===== src/rtl/bypass_scoreboard_pkg.sv =====
// Shared constants and the tracked-entry record for the operand-bypass scoreboard.
package bypass_scoreboard_pkg;
  localparam int DW       = 32;
  localparam int AW       = 5;
  localparam int NSTG_DEF = 3;
  localparam int LATW     = 4;

  localparam int STG_EX  = 0;
  localparam int STG_MEM = 1;
  localparam int STG_WB  = 2;

  typedef struct packed {
    logic            v;
    logic            we;
    logic [AW-1:0]   waddr;
    logic [LATW-1:0] lat;
  } entry_t;
endpackage


===== src/rtl/bypass_scoreboard_if.sv =====
// Pipeline-control, issue and decode-read bundle between the core and the scoreboard.
interface bypass_scoreboard_if import bypass_scoreboard_pkg::*; #(
  parameter int NSTG = NSTG_DEF,
  parameter int NRD  = 2
);
  localparam int LW = (NSTG > 1) ? $clog2(NSTG) : 1;

  logic [NSTG-1:0]          adv;
  logic [NSTG-1:0]          flush;
  logic                     iss_valid;
  logic                     iss_we;
  logic [AW-1:0]            iss_waddr;
  logic [LW-1:0]            iss_lat;
  logic [NSTG-1:0][DW-1:0]  stg_data;
  logic [NRD-1:0]           rd_req;
  logic [NRD-1:0][AW-1:0]   rd_addr;
  logic [NRD-1:0][DW-1:0]   rf_rdata;
  logic [NRD-1:0][DW-1:0]   rd_data;
  logic                     rd_stall;
  logic [31:0]              stall_cnt;

  modport master (
    output adv, flush, iss_valid, iss_we, iss_waddr, iss_lat,
    output stg_data, rd_req, rd_addr, rf_rdata,
    input  rd_data, rd_stall, stall_cnt
  );

  modport slave (
    input  adv, flush, iss_valid, iss_we, iss_waddr, iss_lat,
    input  stg_data, rd_req, rd_addr, rf_rdata,
    output rd_data, rd_stall, stall_cnt
  );
endinterface


===== src/rtl/bypass_scoreboard_fwd_match.sv =====
// One read port: find the youngest in-flight writer of the source register,
// forward its stage result if already produced, otherwise flag the port pending.
module fwd_match import bypass_scoreboard_pkg::*; #(
  parameter int NSTG = NSTG_DEF
) (
  input  entry_t [NSTG-1:0]         ents,
  input  logic   [NSTG-1:0][DW-1:0] stg_data,
  input  logic   [AW-1:0]           addr,
  input  logic   [DW-1:0]           rf_rdata,
  output logic   [DW-1:0]           data,
  output logic                      pending
);
  logic          hit;
  logic          ready;
  logic [DW-1:0] sel;

  // Scan oldest to youngest so the lowest matching stage is the last one kept.
  always_comb begin
    hit   = 1'b0;
    ready = 1'b0;
    sel   = '0;
    for (int i = NSTG-1; i >= 0; i--) begin
      if (ents[i].v && ents[i].we && ents[i].waddr == addr && addr != '0) begin
        hit   = 1'b1;
        ready = (i >= int'(ents[i].lat));
        sel   = stg_data[i];
      end
    end
    data    = (hit && ready) ? sel : rf_rdata;
    pending = hit && !ready;
  end
endmodule


===== src/rtl/bypass_scoreboard.sv =====
// Tracks destination tags from EX to WB and resolves decode operands:
// forward when the producer's result exists, stall when it does not yet.
module bypass_scoreboard import bypass_scoreboard_pkg::*; #(
  parameter int NSTG = NSTG_DEF,
  parameter int NRD  = 2
) (
  input logic               clk,
  input logic               reset,
  bypass_scoreboard_if.slave bus
);
  entry_t [NSTG-1:0] ent;
  entry_t [NSTG-1:0] src;
  logic   [NRD-1:0]  pend;
  logic   [31:0]     cnt_q;

  // Out-of-range latencies collapse onto the last tracked stage.
  function automatic logic [LATW-1:0] clamp_lat(input int lat);
    return (lat >= NSTG) ? LATW'(NSTG-1) : LATW'(lat);
  endfunction

  // A source flushed on this same edge must not be carried forward.
  always_comb begin
    src    = ent;
    src[0] = '{v: bus.iss_valid, we: bus.iss_we, waddr: bus.iss_waddr,
               lat: clamp_lat(int'(bus.iss_lat))};
    for (int i = 1; i < NSTG; i++) begin
      src[i]   = ent[i-1];
      src[i].v = ent[i-1].v & ~bus.flush[i-1];
    end
  end

  always_ff @(posedge clk or posedge reset) begin
    if (reset) begin
      ent   <= '0;
      cnt_q <= '0;
    end else begin
      for (int i = 0; i < NSTG; i++) begin
        if (bus.flush[i])    ent[i].v <= 1'b0;
        else if (bus.adv[i]) ent[i]   <= src[i];
      end
      if (bus.rd_stall && cnt_q != '1) cnt_q <= cnt_q + 32'd1;
    end
  end

  for (genvar p = 0; p < NRD; p++) begin : g_port
    fwd_match #(.NSTG(NSTG)) u_fwd (
      .ents     (ent),
      .stg_data (bus.stg_data),
      .addr     (bus.rd_addr[p]),
      .rf_rdata (bus.rf_rdata[p]),
      .data     (bus.rd_data[p]),
      .pending  (pend[p])
    );
  end

  assign bus.rd_stall  = |(bus.rd_req & pend);
  assign bus.stall_cnt = cnt_q;
endmodule


===== src/flat_wrapper.sv =====
// flat-port wrapper written by rule: the top's interface ports become plain ports
module bypass_scoreboard_flat import bypass_scoreboard_pkg::*;
#(
  parameter int NSTG = NSTG_DEF,
  parameter int NRD  = 2
)
  (clk, reset, bus_adv, bus_flush, bus_iss_valid, bus_iss_we, bus_iss_waddr, bus_iss_lat, bus_stg_data, bus_rd_req, bus_rd_addr, bus_rf_rdata, bus_rd_data, bus_rd_stall, bus_stall_cnt);
  bypass_scoreboard_if #(.NSTG(NSTG), .NRD(NRD)) bus_i ();
  input logic clk;
  input logic reset;
  input wire logic [$bits(bus_i.adv)-1:0] bus_adv;
  input wire logic [$bits(bus_i.flush)-1:0] bus_flush;
  input wire logic [$bits(bus_i.iss_valid)-1:0] bus_iss_valid;
  input wire logic [$bits(bus_i.iss_we)-1:0] bus_iss_we;
  input wire logic [$bits(bus_i.iss_waddr)-1:0] bus_iss_waddr;
  input wire logic [$bits(bus_i.iss_lat)-1:0] bus_iss_lat;
  input wire logic [$bits(bus_i.stg_data)-1:0] bus_stg_data;
  input wire logic [$bits(bus_i.rd_req)-1:0] bus_rd_req;
  input wire logic [$bits(bus_i.rd_addr)-1:0] bus_rd_addr;
  input wire logic [$bits(bus_i.rf_rdata)-1:0] bus_rf_rdata;
  output wire logic [$bits(bus_i.rd_data)-1:0] bus_rd_data;
  output wire logic [$bits(bus_i.rd_stall)-1:0] bus_rd_stall;
  output wire logic [$bits(bus_i.stall_cnt)-1:0] bus_stall_cnt;
  assign bus_i.adv = bus_adv;
  assign bus_i.flush = bus_flush;
  assign bus_i.iss_valid = bus_iss_valid;
  assign bus_i.iss_we = bus_iss_we;
  assign bus_i.iss_waddr = bus_iss_waddr;
  assign bus_i.iss_lat = bus_iss_lat;
  assign bus_i.stg_data = bus_stg_data;
  assign bus_i.rd_req = bus_rd_req;
  assign bus_i.rd_addr = bus_rd_addr;
  assign bus_i.rf_rdata = bus_rf_rdata;
  assign bus_rd_data = bus_i.rd_data;
  assign bus_rd_stall = bus_i.rd_stall;
  assign bus_stall_cnt = bus_i.stall_cnt;
  bypass_scoreboard #(.NSTG(NSTG), .NRD(NRD)) u_core (.clk(clk), .reset(reset), .bus(bus_i));
endmodule

===== config.mk =====
export PLATFORM = sky130hd
export DESIGN_NAME = bypass_scoreboard_flat
export DESIGN_NICKNAME = d
export VERILOG_FILES = /design/src/rtl/bypass_scoreboard_pkg.sv /design/src/rtl/bypass_scoreboard_if.sv /design/src/rtl/bypass_scoreboard_fwd_match.sv /design/src/rtl/bypass_scoreboard.sv /design/src/flat_wrapper.sv
export SDC_FILE = /design/constraint.sdc
export NUM_CORES = 1
export LEC_CHECK = 0
export ABC_AREA = 1
export ABC_CLOCK_PERIOD_IN_PS = 4300
export CAP_MARGIN = 20
export CORE_AREA = 5 5 107 109
export DETAILED_ROUTE_END_ITERATION = 8
export DIE_AREA = 0 0 112 114
export DONT_BUFFER_PORTS = 1
export PLACE_DENSITY = 0.85
export SLEW_MARGIN = 20
export SYNTH_ARGS = -nofsm -noshare
export SYNTH_HDL_FRONTEND = slang
export SYNTH_SLANG_ARGS = --single-unit

===== constraint.sdc =====
create_clock -name clk -period 4.3 [get_ports clk]
set_clock_uncertainty 0.05 [all_clocks]
set_input_delay 0.43 -clock clk [delete_from_list [all_inputs] [get_ports clk]]
set_output_delay 0.43 -clock clk [all_outputs]
set_load 0.05 [all_outputs]

==> flow_summary.yaml, run 1 <==
run_status:
  status: "complete, no violations"
clock_network:
  cts_buffer_depth: 2
  post_cts_resized: 0
  cts_max_level: 3
  root_buffer: "clkbuf_8"
  hold_buffers: 0
  clk-insertion-delay-late_ns: 0.33
  cts_num_sinks: 59
  clk_pin_slew_worst_paths_ns: 0.06
  cts_tree: "yes"
  numCtsBuffers: 9
  cts_setup_buffers: 0
sta:
  slew_headroom: 0.364
  finalCritPeriodShare: 0.821
  finalSetupViolCount: 0
  final.setup.tns_ns: 0
  setup_ws_ns: 0.769
  fin_crit_ns: 3.53
  slew_violations: 0
  rsz0062_at_grt: "no"
  hold_viol_final: 0
  fmax_mhz: 283
  worst_slew_pin_slew_ns: 0.952
hold_path:
  min_path_type: "input pin to asynchronous set/reset pin"
routing:
  drc_errors: 0
  vias_per_cell: 6.06
  wl_per_cell_um: 19.2
  ant_nets: 0
  vias: 7073
  drt_iter0_drc: 993
  drt-pass1-iter-count: 8
  wirelength_um: 22400
place:
  place_ws_ns: 1.18
  dpl.hpwl_um: 17800
  place_congestion: 1.09
  port_buffers: 0
  dp_cells: 1149
  place_area_um2: 6750
synthesis:
  syn_nets: 1178
  ys_top_cells_by_area: "dfrtp_1 25%, nand2_1 18%, nand3_1 10%"
  postSynth.asyncResetShare: 1.00
  ys_ff_latch: 59
  yosysMostFrequentCell: "nand2_1"
  yosysSeqAreaShare: 0.251
  synth_cells: 988
  synth_edf_count: 0
  synth_top_cell_area_share: 0.251
  synthesis.area_um2: 5880
  ys.flop_type: "dfrtp_1"
  synth_cell_types: 33
  ys_warn_count: 0
  yosys.area.top_type: "dfrtp_1"
  avgSynthCellArea_um2: 5.95
  ys_top_cells_by_count: "280 x nand2_1, 122 x nand3_1, 103 x o21ai_0"
cells_and_area:
  stdcell_count: 1167
  drive_gt1_frac: 0.126
  fin_nets: 1210
  area_growth_pct: 18.1
  fillers: 931
  fin_area_um2: 6940
worst_setup_path:
  critPathLaunch: "u_core.ent[4]$_DFFE_PP0P_"
  slowest_stage: "inv_2"
  worstReg2RegStart: "u_core.ent[19]$_DFFE_PP0P_"
  startpoint_type: "register"
  worst-r2r-setup-slack_ns: 1.32
  endpoint_kind: "primary output"
  crit_chain: "xnor2_1 > nand2_1 > nor2_1 > nand2_1 > buf_4 > nand3_1 > nand2_1 > inv_2 > buf_4 > nand2_1 > o21ai_1 > buf_12"
  worstPathRequired_ns: 3.82
  crit_fanout: 50
  worstPathArrival_ns: 3.05
  r2r-end: "u_core.bus.stall_cnt[0]$_DFFE_PP0P_"
  crit_path_max_incr_delay_ns: 0.59
  crit_top_cell: "nand2_1"
  setup.worst_path.class: "register to primary output"
  r2r_cells: 13
floorplan:
  die_area_um2: 12800
  num_rows: 38
  core_um2: 10500
  die_x_um: 112
  ios: 286
  chipHeight_um: 114
  start_util: 0.559
grt:
  grt_pass1_vias: 6520
  antenna_found_initial: 4
  grt.overflow.total: 0
  grt_pass1_wl_um: 34700
  grt_usage: 0.337
  grt_max_degree: 65
power:
  power_density_nw_per_um2: 232
  p_leak_nw: 3.13
  ir_drop_uv: 174
flow_run:
  max_cap_viol_count: 0
==> per-layer routing <==
layer | track usage | share of wire | vias up
li1 | - | - | 3337
met1 | 0.410 | 0.36 | 3209
met2 | 0.509 | 0.45 | 457
met3 | 0.195 | 0.16 | 66
met4 | 0.0929 | 0.028 | 4
met5 | 0.0510 | 0.0049 | -
==> cells by family (layout without fill, tap and decap cells) <==
group / count (synthesis) / after routing / synth area share
simple gates: 518 / 518 / 0.380
buf+inv: 168 / 203 / 0.121
fa+ha+maj: 1 / 1 / 0.00213
flops: 59 / 59 / 0.251
mux: 2 / 2 / 0.00383
other cells: 0 / 4 / 0
xor+xnor: 25 / 25 / 0.0373
compound gates: 215 / 215 / 0.204
==> area by class of cell <==
type,instances,area [um2],share of cell area
inverters,110,413,0.0595
flip-flops and latches,59,1480,0.213
multi-input cells,761,3690,0.532
clock buffers,12,145,0.0209
diodes,4,10.0,0.00144
clock inverters,2,37.5,0.00541
well taps,140,175,0.0252
repair buffers,79,993,0.143
==> critical path, delay by kind of cell, from the launching register on <==
kind / cells / cell delay [ns]
simple gates: 6 / 0.59
compound gates: 1 / 0.18
xor+xnor: 1 / 0.21
flops: 1 / 0.41
buf+inv: 4 / 1.32
==> worst max path at each step <==
| stage | end | slack (ns) | cells after the start |
|---|---|---|---|
| floorplan | bus_rd_data[14] | 1.22 | 11 |
| global placement | bus_rd_data[9] | 1.26 | 13 |
| detailed placement | bus_rd_data[17] | 1.18 | 13 |
| CTS | bus_rd_data[17] | 0.82 | 12 |
| global route | bus_rd_data[17] | 0.51 | 14 |
| finish | bus_rd_data[17] | 0.77 | 12 |
==> placed cells by master (no fill, tap or decap), types with 2 or more instances in the layout <==
master and count:
nand4_1 8, nand2_1 279, nor4_1 7, nand2_2 7, xnor2_1 11, clkbuf_1 2
nor2_2 9, nand3_2 3, clkbuf_8 10, mux2_2 2, nor2_1 69, inv_2 14
a21oi_1 37, o21ai_1 32, nand3_1 122, inv_1 95, diode_2 4, nand3b_1 2
o21ai_0 82, buf_12 32, o211ai_1 30, o221ai_1 2, dfrtp_1 59, nor3_1 8
a31oi_1 31, xor2_1 14, buf_4 47
==> registers in the layout (all words and copies together), names as in the netlist <==
name	cells
u_core.bus.stall_cnt	32
u_core.ent	27
==> power by group <==
group	internal (mW)	switching [mW]	total (mW)
combinational	0.170	0.298	0.467
sequential	0.597	0.0589	0.656
clock	0.278	0.211	0.489
==> stage by stage <==
stage               hold WS (ns)  power (mW)   util
CTS                        0.130        1.62  0.660
finish                     0.132        1.61  0.661
detailed placement         0.425        1.13  0.642
global route               0.119        1.70  0.661
floorplan                  0.399       0.969      -
global placement           0.418        1.12  0.642
Power figures use the tool's default switching activity.
==> inputs of run 2 (changes only) <==
ABC_CLOCK_PERIOD_IN_PS = 3500   (was 4300)
clock period = 3.5 ns   (was 4.3 ns; I/O delays follow)
==> flow_summary.yaml, run 2 (synthesized netlist as in run 1, its figures left out) <==
floorplan:
  start_util: 0.559
  ios: 286
  chipHeight_um: 114
  core_um2: 10500
  die_area_um2: 12800
  die_x_um: 112
  num_rows: 38
sta:
  worst_slew_pin_slew_ns: 0.896
  fmax_mhz: 302
  fin_crit_ns: 3.31
  hold_viol_final: 0
  slew_violations: 0
  rsz0062_at_grt: "no"
  final.setup.tns_ns: 0
  finalSetupViolCount: 0
  finalCritPeriodShare: 0.945
  slew_headroom: 0.402
clock_network:
  numCtsBuffers: 9
  root_buffer: "clkbuf_8"
  clk_pin_slew_worst_paths_ns: 0.08
  cts_setup_buffers: 0
  clk-insertion-delay-late_ns: 0.34
  hold_buffers: 0
  cts_max_level: 3
  post_cts_resized: 0
  cts_num_sinks: 59
  cts_tree: "yes"
  cts_buffer_depth: 2
grt:
  grt_pass1_wl_um: 35200
  grt_pass1_vias: 6653
  grt_max_degree: 65
  grt.overflow.total: 0
  antenna_found_initial: 2
  grt_usage: 0.340
hold_path:
  min_path_type: "input pin to asynchronous set/reset pin"
cells_and_area:
  area_growth_pct: 22.3
  drive_gt1_frac: 0.152
  seq_area_um2: 1480
  final_cell_mix: "279 x nand2_1, 122 x nand3_1, 95 x inv_1, 82 x o21ai_0, 73 x buf_4"
  fillers: 860
  fin_nets: 1237
  multi_input_comb_area_um2: 3690
  stdcell_count: 1192
  diodes: 0
  final_common_cell: "nand2_1"
  largest_reg_flops: 32
worst_setup_path:
  worstPathRequired_ns: 3.10
  crit_fanout: 25
  setup.worst_path.class: "register to primary output"
  startpoint_type: "register"
  worstPathArrival_ns: 2.91
  r2r_cells: 15
  endpoint_kind: "primary output"
place:
  place_congestion: 1.03
  dp_cells: 1176
  dpl.hpwl_um: 18100
  port_buffers: 0
routing:
  wirelength_um: 23100
  drt-pass1-iter-count: 6
  vias_per_cell: 6.16
  wl_per_cell_um: 19.4
  drt_iter0_drc: 944
  ant_nets: 0
  vias: 7344
  drc_errors: 0
power:
  p_leak_nw: 3.31
  ir_drop_uv: 261
  power_density_nw_per_um2: 294
run_status:
  status: "complete, no violations"
flow_run:
  max_cap_viol_count: 0
## run 2: report_power, final
part	internal [mW]	total, mW	leakage [nW]	switching (mW)
combinational	0.217	0.622	2.40	0.404
sequential	0.733	0.780	0.786	0.0460
clock	0.436	0.715	0.119	0.278
## run 2: cell type report
class / instances / share of cell area
clock buffer: 11 / 0.0211
timing repair buffer: 106 / 0.168
tap: 140 / 0.0244
clock inverter: 5 / 0.0104
multi-input combinational: 761 / 0.513
sequential: 59 / 0.205
inverter: 110 / 0.0574
## run 2: critical path, stage by stage (launching register included)
cell and delay [ns]:
dfrtp_1 0.43, inv_1 0.09, nand2_1 0.06, nand2_1 0.09, nand2_1 0.07, nor2_1 0.18, nand2_1 0.11, inv_1 0.59
buf_4 0.26, nand3_1 0.06, o21ai_0 0.09, nand2_1 0.09, a31oi_1 0.21, buf_4 0.24
## run 2: metal layers
layer  up-vias  track usage  wire length (um)
met3        70        0.191              3860
met5         -            0                34
met1      3341        0.399              8100
li1       3389            -                 -
met4         4       0.0841               576
met2       540        0.542             10600
## run 2: per-stage QoR
step | util | worst slack, ns | cell area [um2] | hold WS [ns] | power, mW
CTS | 0.684 | 0.324 | 7190 | 0.0528 | 2.11
global placement | 0.663 | 0.751 | 6960 | 0.393 | 1.38
global route | 0.684 | 0.0649 | 7190 | 0.0527 | 2.20
floorplan | - | 0.569 | 5880 | 0.384 | 1.19
finish | 0.684 | 0.193 | 7190 | 0.0346 | 2.12
detailed placement | 0.663 | 0.707 | 6960 | 0.405 | 1.40
## run 2: final timing paths
check                      slack (ns)                              endpoint                       start
setup / recovery                 0.19                       bus_rd_data[61]  u_core.ent[28]$_DFFE_PP0P_
hold / removal                   0.03  u_core.bus.stall_cnt[10]$_DFFE_PP0P_                       reset
setup reg to reg                 0.63   u_core.bus.stall_cnt[6]$_DFFE_PP0P_  u_core.ent[17]$_DFFE_PP0P_
hold reg to reg                  0.44            u_core.ent[11]$_DFFE_PP0P_  u_core.ent[11]$_DFFE_PP0P_
max in group asynchronous        2.59  u_core.bus.stall_cnt[22]$_DFFE_PP0P_                       reset
min in group clk                 0.07            u_core.ent[32]$_DFFE_PP0P_                  bus_adv[2]
